--- src/rtl/rotate_pattern_gen.sv ---
// rotate_pattern_gen: square that rotates around a multiplexed 7-segment display.
// Define ROTATE_BOUNCE_EN to add the bounce mode selected by the mode input.
module rotate_pattern_gen #(
  parameter int N_DIGITS = 4,
  parameter int STEP_DIV = 25000000,
  parameter int SCAN_DIV = 100000
) (
  input  logic                clk,
  input  logic                rst,
  input  logic                en,
  input  logic                cw,
  input  logic                mode,
  output logic [N_DIGITS-1:0] an,
  output logic [6:0]          sseg,
  output logic                wrap
);
  localparam int TW = $clog2(STEP_DIV);
  localparam int KW = SCAN_DIV > 1 ? $clog2(SCAN_DIV) : 1;
  localparam int SW = $clog2(N_DIGITS);
  localparam int PW = SW + 1;
  localparam logic [TW-1:0] STEP_MAX = TW'(STEP_DIV - 1);
  localparam logic [KW-1:0] SCAN_MAX = KW'(SCAN_DIV - 1);
  localparam logic [SW-1:0] S_MAX = SW'(N_DIGITS - 1);
  localparam logic [PW-1:0] P_MAX = PW'(2 * N_DIGITS - 1);
  localparam logic [PW-1:0] P_HALF = PW'(N_DIGITS);
  logic [TW-1:0] step_q, step_d;
  logic [KW-1:0] scan_q, scan_d;
  logic [SW-1:0] s_q, s_d;
  logic [PW-1:0] p_q, p_d, p_inc, p_dec, p_nx, act;
  logic [N_DIGITS-1:0] an_q, an_d;
  logic [6:0] sseg_q, sseg_d;
  logic wrap_q, wrap_d, tick, bounce, up;
`ifdef ROTATE_BOUNCE_EN
  logic mode_q, dir_q, dir_d, entry, bdir;
  // Ends force the direction so a stale dir bit can never step past 0 or P_MAX.
  always_comb begin
    entry = mode && !mode_q;
    bdir = p_q == P_MAX ? 1'b0 : p_q == '0 ? 1'b1 : entry ? cw : dir_q;
    bounce = mode;
    up = mode ? bdir : cw;
    dir_d = tick && mode ? (p_nx == P_MAX ? 1'b0 : p_nx == '0 ? 1'b1 : bdir) : entry ? cw : dir_q;
  end
  always_ff @(posedge clk or negedge rst) begin
    if (!rst) begin
      mode_q <= 1'b0;
      dir_q  <= 1'b1;
    end else begin
      mode_q <= mode;
      dir_q  <= dir_d;
    end
  end
`else
  logic unused_mode;
  assign unused_mode = mode;
  assign bounce = 1'b0;
  assign up = cw;
`endif
  always_comb begin
    tick = en && step_q == STEP_MAX;
    step_d = tick ? '0 : step_q + TW'(en);
    scan_d = scan_q == SCAN_MAX ? '0 : scan_q + KW'(1);
    s_d = scan_q != SCAN_MAX ? s_q : s_q == S_MAX ? '0 : s_q + SW'(1);
    p_inc = p_q == P_MAX ? '0 : p_q + PW'(1);
    p_dec = p_q == '0 ? P_MAX : p_q - PW'(1);
    p_nx = up ? p_inc : p_dec;
    p_d = tick ? p_nx : p_q;
    wrap_d = tick && !bounce && (cw ? p_q == P_MAX : p_q == '0);
    act = p_q < P_HALF ? p_q : P_MAX - p_q;
    an_d = ~({{(N_DIGITS-1){1'b0}}, 1'b1} << s_q);
    sseg_d = {1'b0, s_q} != act ? 7'b1111111 : p_q < P_HALF ? 7'b0011100 : 7'b0100011;
  end
  always_ff @(posedge clk or negedge rst) begin
    if (!rst) begin
      step_q <= '0;
      scan_q <= '0;
      s_q    <= '0;
      p_q    <= '0;
      an_q   <= '1;
      sseg_q <= 7'b1111111;
      wrap_q <= 1'b0;
    end else begin
      step_q <= step_d;
      scan_q <= scan_d;
      s_q    <= s_d;
      p_q    <= p_d;
      an_q   <= an_d;
      sseg_q <= sseg_d;
      wrap_q <= wrap_d;
    end
  end
  assign an = an_q;
  assign sseg = sseg_q;
  assign wrap = wrap_q;
endmodule

--- config.mk ---
export PLATFORM = sky130hd
export DESIGN_NAME = rotate_pattern_gen
export DESIGN_NICKNAME = d
export VERILOG_FILES = /design/src/rtl/rotate_pattern_gen.sv
export SDC_FILE = /design/constraint.sdc
export NUM_CORES = 1
export LEC_CHECK = 0
export BUFFER_PORTS_ARGS = -buffer_cell sky130_fd_sc_hd__clkbuf_2
export CAP_MARGIN = 30
export CORE_UTILIZATION = 50
export CTS_BUF_LIST = sky130_fd_sc_hd__clkbuf_4 sky130_fd_sc_hd__clkbuf_8
export DETAILED_ROUTE_END_ITERATION = 10
export GPL_TIMING_DRIVEN = 0
export MAX_ROUTING_LAYER = met4
export PLACE_DENSITY = 0.68
export SETUP_SLACK_MARGIN = 0.4
export SKIP_LAST_GASP = 1
export SLEW_MARGIN = 20
export SYNTH_ARGS = -nofsm -noshare
export SYNTH_HDL_FRONTEND = slang
export SYNTH_SLANG_ARGS = --single-unit
--- constraint.sdc ---
create_clock -name clk -period 3.4 [get_ports clk]
set_input_delay 0.34 -clock clk [delete_from_list [all_inputs] [get_ports clk]]
set_output_delay 0.34 -clock clk [all_outputs]
set_load 0.05 [all_outputs]
### Word level (Yosys, flattened, before mapping)

Index checks and enable logic that the tools add are counted.

* logic and storage cells: 35
* register bits after elaboration: 59

* mux-type cells: 10
* equality and inequality tests: 6
* bitwise logic cells: 1
* add/subtract/negate cells: 6
* reduce and logical (&&, ||, !) cells: 3
* magnitude comparators: 1
* shift-type cells: 1

Operator list (number)
* 25-bit by 1-bit adder with 25-bit output: 1
* 25-bit == test, second input constant: 1
* 25-bit 2-to-1 mux: 1
* 17-bit by 1-bit adder with 17-bit output, second input constant: 1
* 17-bit == test, second input constant: 1
* 17-bit 2-to-1 mux: 1
* 17-bit inequality test, second input constant: 1
* 3-bit 2-to-1 mux: 4
* 7-bit 2-to-1 mux: 1
* 6-bit 2-to-1 mux: 1
* 4-bit NOT: 1
* 1-bit by 2-bit left shift with 4-bit output, first input constant: 1
* 3-bit by 1-bit adder with 3-bit output, second input constant: 1
* 3-bit == test, second input constant: 1
* 3-bit zero test: 1
* 3-bit less-than comparator, second input constant: 1
* 2-bit by 3-bit inequality test with 1-bit output: 1
* 3-bit by 1-bit subtractor with 3-bit output, second input constant: 1
* 3-bit subtractor, first input constant: 1
* 2-bit by 1-bit adder with 2-bit output, second input constant: 1
* 2-bit == test, second input constant: 1
* 1-bit logical AND: 2
* 2-bit 2-to-1 mux: 1
* 1-bit 2-to-1 mux: 1

### Longest topological paths before layout

Gate-level depths: netlist (run 1).

* word-level depth: 4
* mapped depth: 6
* depth with buffers taken out: 6

### Least setup slack after synthesis (run 1)

Ideal clock, no wire load.

* path type: reg2reg
* start: register scan_q[11]
* end: register s_q[0]
* library setup time: 0.125 ns
* cell stages (with the launch flop): 6
* buffers on the path: 1
* data arrival time: 1.789 ns
* setup slack: 1.486 ns
* data required time: 3.275 ns
* path through: dfrtp_1 > or4_1 > nor4b_1 > and3_1 > buf_2 > mux2_2

* cells in the longest elaborated chain, start to end: 1

RTL lines
* start: declaration: RTL line 27 `logic [KW-1:0] scan_q, scan_d;`
* start signal: assignment: RTL line 83 `scan_q <= scan_d;`
* 17-bit inequality test: RTL line 62 `s_d = scan_q != SCAN_MAX ? s_q : s_q == S_MAX ? '0 : s_q + SW'(1);`
* end signal: assignment: RTL line 76 `s_q <= '0;`
* end signal: assignment: RTL line 84 `s_q <= s_d;`
* end: declaration: RTL line 28 `logic [SW-1:0] s_q, s_d;`

Every way passes these cells.
A chain may end at the register's enable or synchronous reset.

### Worst setup path after layout (run 1)

* start: register step_q[8]
* end: register p_q[1]

* cells in the longest elaborated chain, start to end: 2

RTL lines
* start: declaration: RTL line 26 `logic [TW-1:0] step_q, step_d;`
* start signal: assignment: RTL line 82 `step_q <= step_d;`
* 25-bit == test: RTL line 59 `tick = en && step_q == STEP_MAX;`
* 1-bit logical AND: RTL line 59
* end signal: assignment: RTL line 85 `p_q <= p_d;`
* end: declaration: RTL line 29 `logic [PW-1:0] p_q, p_d, p_inc, p_dec, p_nx, act;`

Every way passes these cells.

==> summary.md, run 1 <==
| Metric | Value |
|---|---|
| Status | `finished clean` |
| NetSw | `about 0.00034 W` |
| Clk sinks | `55` |
| Detail Placement HPWL | `~3200 um` |
| RSZ-0062 raised after global routing | `false` |
| Crit. End Element | `flip-flop` |
| Initial antenna violation count | `0` |
| GPL Wtd Cong | `just over 0.8` |
| Hold Path Class | `in -> async` |
| Fmax | `448 MHz` |
| Vias | `1948` |
| Row count | `26` |
| Prevailing post-synth register cell | `dfrtp_1` |
| Worst slack, placed | `approximately 1200 ps` |
| I/O pin cnt | `17` |
| Final Instance Count excl. Fillers | `360` |
| Synth top area cells | `dfrtp_1, dfstp_2, xnor2_1, ha_1, xor2_1` |
| Antenna-violating nets left | `0` |
| Clk_skew | `~2.0 ps` |
| XOR/XNOR share of the synthesized area | `10.1%` |
| LEAKAGE | `1.33 nW` |
| Switch share | `between 20 and 30%` |
| Die height | `76.6 um` |
| CP cell instances | `nor4_1 > nand4_1 > nor3_1 > buf_2 > mux2i_1` |
| GRT Resource Usage Total | `18.0%` |
| Power density cells | `roughly 440 nW/um^2` |
| Hold_ws | `106 ps` |
| CP max stage cell | `nor3_1` |
| # port buffers | `14` |
| VDD IR-drop max | `0.000236 V` |
| WL final | `approximately 4600 um` |
| Slew Limit Fails | `0` |
| CP required | `3630 ps` |
| Final worst slack | `1170 ps` |
| Pin count of the biggest net entering global routing | `between 50 and 60` |
| Crit-path leading delay family | `simple AND/OR/NAND/NOR gates` |
| Top cell type by total area after synthesis | `dfrtp_1` |
| Relative slew slack | `between 50% and 60%` |
| Starting Density | `between 50 and 60%` |
| Filler cell count | `between 400 and 500` |
| Vias in the first global route | `1818` |
| Setup TNS | `0 ps` |
| Ant. Diodes | `0` |
| DRT Pass-1 Iters | `4` |
| Final setup fails | `0` |
| Yosys warnings | `0` |
| Seq/Total Area, Yosys | `49.8%` |
| Grt ovf | `0` |
| Total CTS buffers | `5` |
| Die area | `5870 um^2` |
| Comb pwr share | `between 10% and 20%` |
| TritonCTS clock tree | `built` |
| Root buf cell | `clkbuf_8` |
| Drt drc | `0` |
| DP Cell Count | `about 350` |
| Post-Syn Nets | `284` |
| Sequential Power Share | `55.5%` |
| Core footprint | `5240 um^2` |
| Post-synth EDFFs | `0` |
| Post-synthesis mux area share | `under 10%` |
| Post-Syn Area | `2780 um^2` |
| Clk_lat worst skew | `300 ps` |
| Critical path buffer and inverter count | `1` |
| First-pass GRT wire length | `8210 um` |
| Max Buffers Root-to-Sink | `2` |
| Adder-cell share of the synthesized area | `4.95%` |
| CP Launch Type | `flip-flop` |
| H-tree Lvls | `2` |
| CP Data Arrival Time | `2460 ps` |
| Synth Instances | `268` |
| Netlist cell types | `40` |
| Min Tclk post-route | `2230 ps` |
| Largest family of logic cells by synthesized area | `simple AND/OR/NAND/NOR gates` |
| Crit path max fanout | `10` |
| Area Overhead vs Synth | `9.80%` |
| Synth async-reset ratio | `100%` |
| Iter 0 DRT Violations | `80` |
| Part of the power in the clock network | `32.2%` |
| Die width | `76.6 um` |
| Synth Register Bits | `55` |
| Worst-margin pin slew | `724 ps` |
| Final hold violations | `0` |
| Cell internal pwr | `0.00101 W` |
| Post-Synth Simple-Gate Area | `23.9%` |
| Max Cap Viol | `0` |
| Worst-path clk slew | `100 ps` |
| Fraction of layout cells with a size suffix above 1 | `15.5%` |
| Area share of the largest cell type after synthesis | `43.2%` |
| Resized cells post-CTS | `0` |
| WS Path Type | `reg -> reg` |
| Final net count | `between 300 and 400` |
| CP max stage delay | `470 ps` |
| Setup bufs post-CTS | `0` |
| Vias per inst | `5.41` |
| Final period util | `65.6%` |
| Synthesized area per cell | `10.4 um^2` |
| Routed len/inst | `12.8 um` |
| Hold-fix buffers, CTS | `0` |
| Synth Area in Compound Gates | `approximately 4.6%` |
[logic make-up after synthesis]
group,Yosys count
AND/OR/NAND/NOR,120
flip-flops,55
XOR/XNOR,32
buffers and inverters,23
AO/OA/AOI/OAI,22
adder cells (fa/ha/maj),11
multiplexers,5
[stage by stage]
stage | util [%] | total power, W | area (um^2)
floorplan | - | 0.000880 | 2780
global placement | 56.1 | 0.000916 | 2940
detailed placement | 56.2 | 0.000924 | 2940
CTS | 58.3 | 0.00136 | 3060
global route | 58.3 | 0.00141 | 3060
finish | 58.3 | 0.00134 | 3060
[layer usage]
metal  part of all wire, %  track usage (%)  routed length, um
met2                    44             26.8               2010
met3                   2.5             3.35                116
met1                    53             24.8               2430
met4                   1.2             6.35                 53
met5                     0                -                  0
[flip-flops by register name (all words and copies together), names as in the netlist]
name,count
an,4
p_q,3
s_q,2
scan_q,17
sseg,3
step_q,25
wrap,1
[cell usage after synthesis, types with 6 or more instances]
| library cell | n |
|---|---|
| nor3_1 | 6 |
| nor4_1 | 8 |
| nand3_1 | 13 |
| o21ai_0 | 6 |
| xnor2_1 | 20 |
| nor2_1 | 24 |
| or3_1 | 9 |
| nand4_1 | 9 |
| dfstp_2 | 7 |
| dfrtp_1 | 48 |
| nand2_1 | 24 |
| inv_1 | 10 |
| xor2_1 | 12 |
| a21oi_1 | 10 |
| ha_1 | 11 |
[placed cells by master (no fill, tap or decap), types with 4 or more instances in the layout]
master    Yosys  layout
ha_1         11      11
xor2_1       12      12
nand3_1      13      13
buf_4         4       4
dfrtp_1      48      48
inv_1        10      10
or3_1         9       9
or4_1         4       4
clkbuf_8      0       5
nor2_1       24      24
nor3_1        6       6
nand2_1      24      24
nand4_1       9       9
clkbuf_2      0      13
nor4_1        8       8
clkbuf_1      4       4
a21oi_1      10      10
o21ai_0       6       6
xnor2_1      20      20
dfstp_2       7       7
[worst reg2reg max path, stage by stage (launching register included)]
cell and delay, ps:
dfrtp_1 460, nor4_1 440, nand4_1 230, nor3_1 470, buf_2 340, mux2i_1 230
[worst paths after layout]
kind	startpoint	endpoint	slack (ps)	cells after the start
worst max-delay path	step_q[8]	p_q[1]	1170	5
worst min-delay path	rst	step_q[10]	110	1
worst max register to register	step_q[8]	p_q[1]	1170	5
worst min register to register	scan_q[0]	scan_q[0]	490	1
max in group asynchronous	rst	s_q[0]	2820	1
min in group clk	en	step_q[0]	400	3
[power by group through the flow]
stage / clock network, W / logic [W] / registers (W)
finish: 0.000433 / 0.000164 / 0.000746
global route: 0.000476 / 0.000182 / 0.000751
CTS: 0.000447 / 0.000167 / 0.000745
detailed placement: 0 / 0.000166 / 0.000757
global placement: 0 / 0.000162 / 0.000754
floorplan: 0 / 0.000133 / 0.000747
[cell type report]
class	count	area, um^2	share of cell area [%]
Sequential cell	55	1390	45.3
Multi-Input combinational cell	190	1260	41.4
Buffer	13	96.3	3.15
Tap cell	70	87.6	2.87
Timing Repair Buffer	14	72.6	2.38
Clock buffer	5	68.8	2.25
Clock inverter	3	43.8	1.43
Inverter	10	37.5	1.23
Note: power is estimated with default switching activity, not from simulation.
==> run 2: changes to the inputs <==
==> constraint.sdc (replaced) <==
create_clock -name clk -period 2.2 [get_ports clk]
set_input_delay 0.22 -clock clk [delete_from_list [all_inputs] [get_ports clk]]
set_output_delay 0.22 -clock clk [all_outputs]
set_load 0.05 [all_outputs]
==> run 2 against run 1 <==
The run now ends with negative hold slack left. Register-to-register slack worse by 880 ps. Sequential share of layout area is 4.9 points lower. Critical path type unchanged. Largest cell class is now multi-input gates. Clock skew up 5.7 ps. Die area stayed put. Hold slack lost 140 ps. Largest power group unchanged. Count of clock-buffer cells in the layout stayed put. Routed wire length up 19%. Setup slack worse by 880 ps.
==> summary.md, run 2 (same netlist as run 1, synthesis figures left out) <==
| Metric | Value |
|---|---|
| Worst-path clk slew | `100 ps` |
| Die width | `76.6 um` |
| Commonest non-fill, non-tap cell in the layout | `dfrtp_1` |
| Starting Density | `53.1%` |
| Final hold violations | `17` |
| R2R depth | `5` |
| Drt drc | `0` |
| Final net count | `331` |
| Reg2reg start | `scan_q[13]` |
| Clk_skew | `7.69 ps` |
| NetSw | `around 0.00056 W` |
| Final period util | `87.1%` |
| WL final | `5460 um` |
| Sequential Power Share | `53.5%` |
| Area Overhead vs Synth | `24.0%` |
| Crit path max fanout | `3` |
| RSZ-0062 raised after global routing | `true` |
| Critical path buffer and inverter count | `1` |
| Routed len/inst | `14.1 um` |
| Most frequent cells in the layout | `dfrtp_1, buf_4, nand2_1, nor2_1, xnor2_1` |
| Crit-path leading delay family | `simple AND/OR/NAND/NOR gates` |
| RR Endpoint | `s_q[1]` |
| LEAKAGE | `1.52 nW` |
| Part of the power in the clock network | `a little under a third` |
| DP Cell Count | `352` |
| TritonCTS clock tree | `built` |
| Clk sinks | `55` |
| Finished Cell Area | `3450 um^2` |
| Ant. Diodes | `0` |
| Core footprint | `5240 um^2` |
| Crit. End Element | `flip-flop` |
| Status | `finished with violations` |
| # port buffers | `14` |
| Total CTS buffers | `5` |
| Hold-fix buffers, CTS | `0` |
| CP max stage cell | `or4_4` |
| VDD IR-drop max | `0.000419 V` |
| CP max stage delay | `between 500 and 600 ps` |
| Worst-margin pin slew | `747 ps` |
| Max Cap Viol | `0` |
| Die height | `76.6 um` |
| CP cell instances | `or4_4 > nor4b_4 > and3_1 > buf_6 > mux2_4` |
| Root buf cell | `clkbuf_8` |
| Detail Placement HPWL | `3370 um` |
| H-tree Lvls | `2` |
| Top reg by flops | `step_q` |
| Clk_lat worst skew | `310 ps` |
| Crit. path cell count | `5` |
| GPL Wtd Cong | `0.816` |
| WS Path Type | `reg -> reg` |
| Iter 0 DRT Violations | `115` |
| Relative slew slack | `between 50 and 60%` |
| Fmax | `~520 MHz` |
| FF-to-FF setup slack | `~280 ps` |
| Max Buffers Root-to-Sink | `2` |
| DP Area | `2950 um^2` |
| Hold_ws | `-33.7 ps` |
| First-pass GRT wire length | `8860 um` |
| Switch share | `25.9%` |
| Largest register FFs | `25` |
| Cell internal pwr | `about 0.0016 W` |
| Vias | `approximately 2100` |
| Critical path endpoint | `s_q[1]` |
| Die area | `slightly below 6000 um^2` |
| Min Tclk post-route | `1920 ps` |
| Vias in the first global route | `1924` |
| Vias per inst | `5.38` |
| DRT Pass-1 Iters | `4` |
| Violated checks | `negative hold slack` |
| CP Data Arrival Time | `2120 ps` |
| GRT Resource Usage Total | `19.8%` |
| I/O pin cnt | `17` |
| Row count | `26` |
| CP Launch Type | `flip-flop` |
| Grt ovf | `0` |
| Fraction of layout cells with a size suffix above 1 | `a little under a third` |
| Pin count of the biggest net entering global routing | `56` |
| Comb pwr share | `15.0%` |
| Final Instance Count excl. Fillers | `386` |
| Antenna-violating nets left | `0` |
| Final setup fails | `0` |
| Initial antenna violation count | `0` |
| Power density cells | `around 630 nW/um^2` |
| Setup crit start | `scan_q[13]` |
| CP required | `approximately 2400 ps` |
| Slew Limit Fails | `0` |
| Hold Path Class | `in -> async` |
==> run 2: changes by cell type in the layout (fill, tap and decap cells not counted), moves of 3 or more <==
cell	delta
a21oi_1	-5
a21oi_2	+5
buf_2	-3
buf_4	+25
buf_6	+4
clkbuf_1	-4
clkbuf_2	+3
dfrtp_1	-7
dfrtp_2	+7
nor4_1	-3
or3_1	-3
or3_4	+3
==> run 2: worst min-delay path by stage <==
| stage | to | slack, ps | startpoint |
|---|---|---|---|
| after floorplan | p_q[0] | -80 | rst |
| after global placement | scan_q[0] | 480 | scan_q[0] |
| after detailed placement | step_q[21] | 360 | rst |
| after CTS | step_q[21] | 10 | rst |
| after global routing | step_q[21] | 50 | rst |
| final | step_q[21] | -30 | rst |
==> run 2: what timing repair did <==
item,4_1_cts,5_1_grt
buffers inserted,17,9
gates resized for setup,24,24
setup endpoints to repair,25,30
endpoints found under the hold margin,0,0
pin swaps,9,11
==> run 2: worst register-to-register path: stages (launching register included) <==
cell and delay [ps]:
dfrtp_2 420, or4_4 530, nor4b_4 260, and3_1 200, buf_6 110, mux2_4 290
==> run 2: cell type report <==
type                    instances  area (um^2)
fillers                       419         1790
clock buffers                   5         68.8
flip-flops and latches         55         1390
well taps                      70         87.6
clock inverters                 3         43.8
multi-input cells             190         1420
inverters                      10         37.5
plain buffers                  13          130
repair buffers                 40          272
==> run 2: power by group through the flow <==
stage	logic [W]	clock network (W)	registers, W
floorplan	0.000205	0	0.00115
global placement	0.000250	0	0.00116
detailed placement	0.000261	0	0.00117
CTS	0.000323	0.000695	0.00116
global route	0.000364	0.000736	0.00116
finish	0.000324	0.000682	0.00116
==> run 2: stage by stage <==
step / TNS [ps] / power, W / setup slack (ps) / util (%)
4_1_cts: 0 / 0.00217 / 333 / 62.5
5_1_grt: 0 / 0.00226 / 246 / 65.9
2_1_floorplan: 0 / 0.00136 / 328 / -
3_3_place_gp: -8.56 / 0.00141 / -5.70 / 56.3
6_report: 0 / 0.00216 / 284 / 65.9
3_5_place_dp: -140 / 0.00143 / -32.1 / 56.3
==> run 2: per-layer routing <==
layer / part of all wire, % / GRT usage [%] / up-vias
met2: 49 / 31.2 / 43
met1: 48 / 25.7 / 1013
met4: 0.97 / 7.12 / 0
li1: - / - / 1018
met5: 0 / - / -
met3: 2.7 / 3.35 / 4
==> run 3: changes to the inputs <==
--- a/config.mk
+++ b/config.mk
@@ -5,6 +5,7 @@
 export SDC_FILE = /design/constraint.sdc
 export NUM_CORES = 1
 export LEC_CHECK = 0
+export ABC_AREA = 1
 export BUFFER_PORTS_ARGS = -buffer_cell sky130_fd_sc_hd__clkbuf_2
 export CAP_MARGIN = 30
 export CORE_UTILIZATION = 50
@@ -12,7 +13,7 @@
 export DETAILED_ROUTE_END_ITERATION = 10
 export GPL_TIMING_DRIVEN = 0
 export MAX_ROUTING_LAYER = met4
-export PLACE_DENSITY = 0.68
+export PLACE_DENSITY = 0.67
 export SETUP_SLACK_MARGIN = 0.4
 export SKIP_LAST_GASP = 1
 export SLEW_MARGIN = 20
==> run 3 against run 2 <==
The flow still finishes with violations (negative hold slack). Core utilization fell by 8.8 points. Count of clock-buffer cells in the layout rose by 1. Final cell count rose by 32%. First-iteration DRC count rose by 15%. Hold slack improved by 9.1 ps. Clock power fell by 16%. Flip-flop and latch count did not move. Via count rose by 18%. Non-clock buffer count fell by 34.
==> summary.md, run 3 <==
| Metric | Value |
|---|---|
| Die width | `slightly above 80 um` |
| CP cell instances | `ha_1 > ha_1 > or2_2 > nand2_1 > nand3_1 > nand2_1 > inv_1` |
| Switch share | `about 29%` |
| RR Endpoint | `p_q[2]` |
| CP required | `around 2400 ps` |
| Routing usage on met2 | `33.7%` |
| Clk_lat worst skew | `310 ps` |
| Antenna-violating nets left | `0` |
| Largest register FFs | `25` |
| DP Area | `3330 um^2` |
| Die height | `just over 80 um` |
| Detail Placement HPWL | `4320 um` |
| Ant. Diodes | `0` |
| Comb pwr share | `around an eighth` |
| Hold_ws | `-24.6 ps` |
| Relative slew slack | `49.5%` |
| Cell internal pwr | `approximately 0.0014 W` |
| Initial antenna violation count | `0` |
| Pin count of the biggest net entering global routing | `56` |
| Synth Register Bits | `55` |
| Synth Instances | `411` |
| Final hold violations | `13` |
| DRT Pass-1 Iters | `4` |
| Clk_skew | `7.94 ps` |
| Finished Cell Area | `3420 um^2` |
| Slew Limit Fails | `0` |
| Crit. End Element | `flip-flop` |
| Clk sinks | `between 50 and 60` |
| Synth top area cells | `dfrtp_1, nand2_1, nor2_1, inv_1, dfstp_2` |
| Routed len/inst | `11.4 um` |
| Top cells by count, synth | `nand2_1, nor2_1, inv_1, dfrtp_1, nand3_1` |
| Area share of the largest cell type after synthesis | `38.0%` |
| GRT Resource Usage Total | `about a fifth` |
| Total Power | `0.00197 W` |
| Min Tclk post-route | `1530 ps` |
| Met3 Usage GRT | `under 10%` |
| VDD IR-drop max | `0.000331 V` |
| Max Buffers Root-to-Sink | `2` |
| Vias | `2462` |
| Max Cap Viol | `0` |
| Total CTS buffers | `5` |
| WL final | `approximately 5800 um` |
| Grt ovf | `0` |
| Commonest non-fill, non-tap cell in the layout | `nand2_1` |
| Setup bufs post-CTS | `0` |
| Final period util | `69.5%` |
| Starting Density | `52.7%` |
| Violated checks | `negative hold slack` |
| Worst-margin pin slew | `758 ps` |
| NetSw | `approximately 0.00056 W` |
| Iter 0 DRT Violations | `around 130` |
| GRT Max-Usage Layer | `met2` |
| I/O pin cnt | `17` |
| Die area | `between 6000 and 7000 um^2` |
| GR Util met1 | `25.4%` |
| Most frequent cells in the layout | `nand2_1, nor2_1, inv_1` |
| Worst-path clk slew | `~100 ps` |
| First-pass GRT wire length | `10000 um` |
| RSZ-0062 raised after global routing | `false` |
| Top reg by flops | `step_q` |
| CP max stage delay | `430 ps` |
| Prevailing post-synth register cell | `dfrtp_1` |
| Synthesized area per cell | `7.69 um^2` |
| Top cell type by total area after synthesis | `dfrtp_1` |
| Final net count | `around 450` |
| Yosys warnings | `0` |
| Part of the power in the clock network | `between 20% and 30%` |
| FF-to-FF setup slack | `670 ps` |
| Post-Syn Area | `~3200 um^2` |
| Resized cells post-CTS | `0` |
| Crit path max fanout | `4` |
| Power density cells | `about 580 nW/um^2` |
| TritonCTS clock tree | `built` |
| Row count | `28` |
| Hold-fix buffers, CTS | `0` |
| Core footprint | `5990 um^2` |
| Area Overhead vs Synth | `8.24%` |
| GPL Wtd Cong | `around 0.86` |
| Synth async-reset ratio | `100%` |
| LEAKAGE | `1.86 nW` |
| Status | `finished with violations` |
| Setup TNS | `0 ps` |
| Vias per inst | `4.84` |
| Hold Path Class | `in -> async` |
| Post-Syn Nets | `427` |
| Netlist cell types | `27` |
| Final setup fails | `0` |
| Root buf cell | `clkbuf_8` |
| Fraction of layout cells with a size suffix above 1 | `15.9%` |
| Most frequent cell after synthesis | `nand2_1` |
| Vias in the first global route | `2284` |
| Seq/Total Area, Yosys | `43.8%` |
| CP Data Arrival Time | `approximately 1700 ps` |
| Post-synth EDFFs | `0` |
| H-tree Lvls | `2` |
| # port buffers | `15` |
| Sequential Power Share | `58.5%` |
| CP Launch Type | `flip-flop` |
| Fmax | `654 MHz` |
| Reg2reg start | `p_q[0]` |
| CP max stage cell | `dfrtp_1` |
| R2R depth | `7` |
| WS Path Type | `reg -> reg` |
| Drt drc | `0` |
==> run 3: changes by cell type after synthesis, moves of 9 or more <==
| cell | delta |
|---|---|
| xnor2_1 | -17 |
| nand2_1 | +74 |
| nand3_1 | +11 |
| inv_1 | +50 |
| or3_1 | -9 |
| nor2_1 | +56 |
==> run 3: metal layers <==
metal  vias up  routed length, um
li1       1279                  -
met5         -                  0
met1      1157               2840
met4         0                 26
met3         2                160
met2        24               2780
==> run 3: worst max path at each step <==
stage | start | endpoint | slack, ps | cells past startpoint
2_1_floorplan | p_q[0] | p_q[2] | 750 | 7
6_report | p_q[0] | p_q[2] | 670 | 7
4_1_cts | p_q[0] | p_q[2] | 670 | 7
5_1_grt | scan_q[0] | s_q[1] | 500 | 9
3_5_place_dp | p_q[0] | p_q[2] | 680 | 7
3_3_place_gp | p_q[0] | p_q[2] | 690 | 7
==> run 3: logic make-up (layout without fill, tap and decap cells) <==
| family | after synthesis | after routing | synth area share [%] |
|---|---|---|---|
| xor gates and xnor gates | 18 | 18 | 4.99 |
| DFF | 55 | 55 | 43.8 |
| buffers and inverters | 68 | 91 | 8.59 |
| adders and majority gates | 11 | 11 | 4.36 |
| and+or+nand+nor | 241 | 241 | 34.8 |
| AOI/OAI and AO/OA | 18 | 18 | 3.45 |
==> run 3: cell type report <==
| type | instances | area [um^2] |
|---|---|---|
| inverter | 64 | 241 |
| timing repair buffer | 15 | 77.6 |
| sequential | 55 | 1390 |
| tap | 75 | 93.8 |
| clock inverter | 2 | 12.5 |
| multi-input combinational | 288 | 1500 |
| clock buffer | 6 | 76.3 |
| buffer | 4 | 30.0 |
| fill | 558 | 2570 |
==> run 3: power groups by stage <==
| stage | registers [W] | clock network, W | logic, W |
|---|---|---|---|
| floorplan | 0.00116 | 0 | 0.000190 |
| global placement | 0.00116 | 0 | 0.000240 |
| detailed placement | 0.00117 | 0 | 0.000248 |
| CTS | 0.00115 | 0.000594 | 0.000250 |
| global route | 0.00116 | 0.000630 | 0.000277 |
| finish | 0.00115 | 0.000571 | 0.000245 |
==> run 3: through the flow <==
stage                     instances  setup slack [ps]  utilization, %
final                           509               672            57.1
after global routing            509               504            57.1
after CTS                       509               666            57.1
after detailed placement        501               678            55.6
after global placement          501               694            55.6
after floorplan                 411               752               -
==> run 3: critical path, delay by kind of cell (launching register included) <==
kind	cells	cell delay, ps
adders and majority gates	2	480
buffers and inverters	1	30
DFF	1	430
and+or+nand+nor	4	490
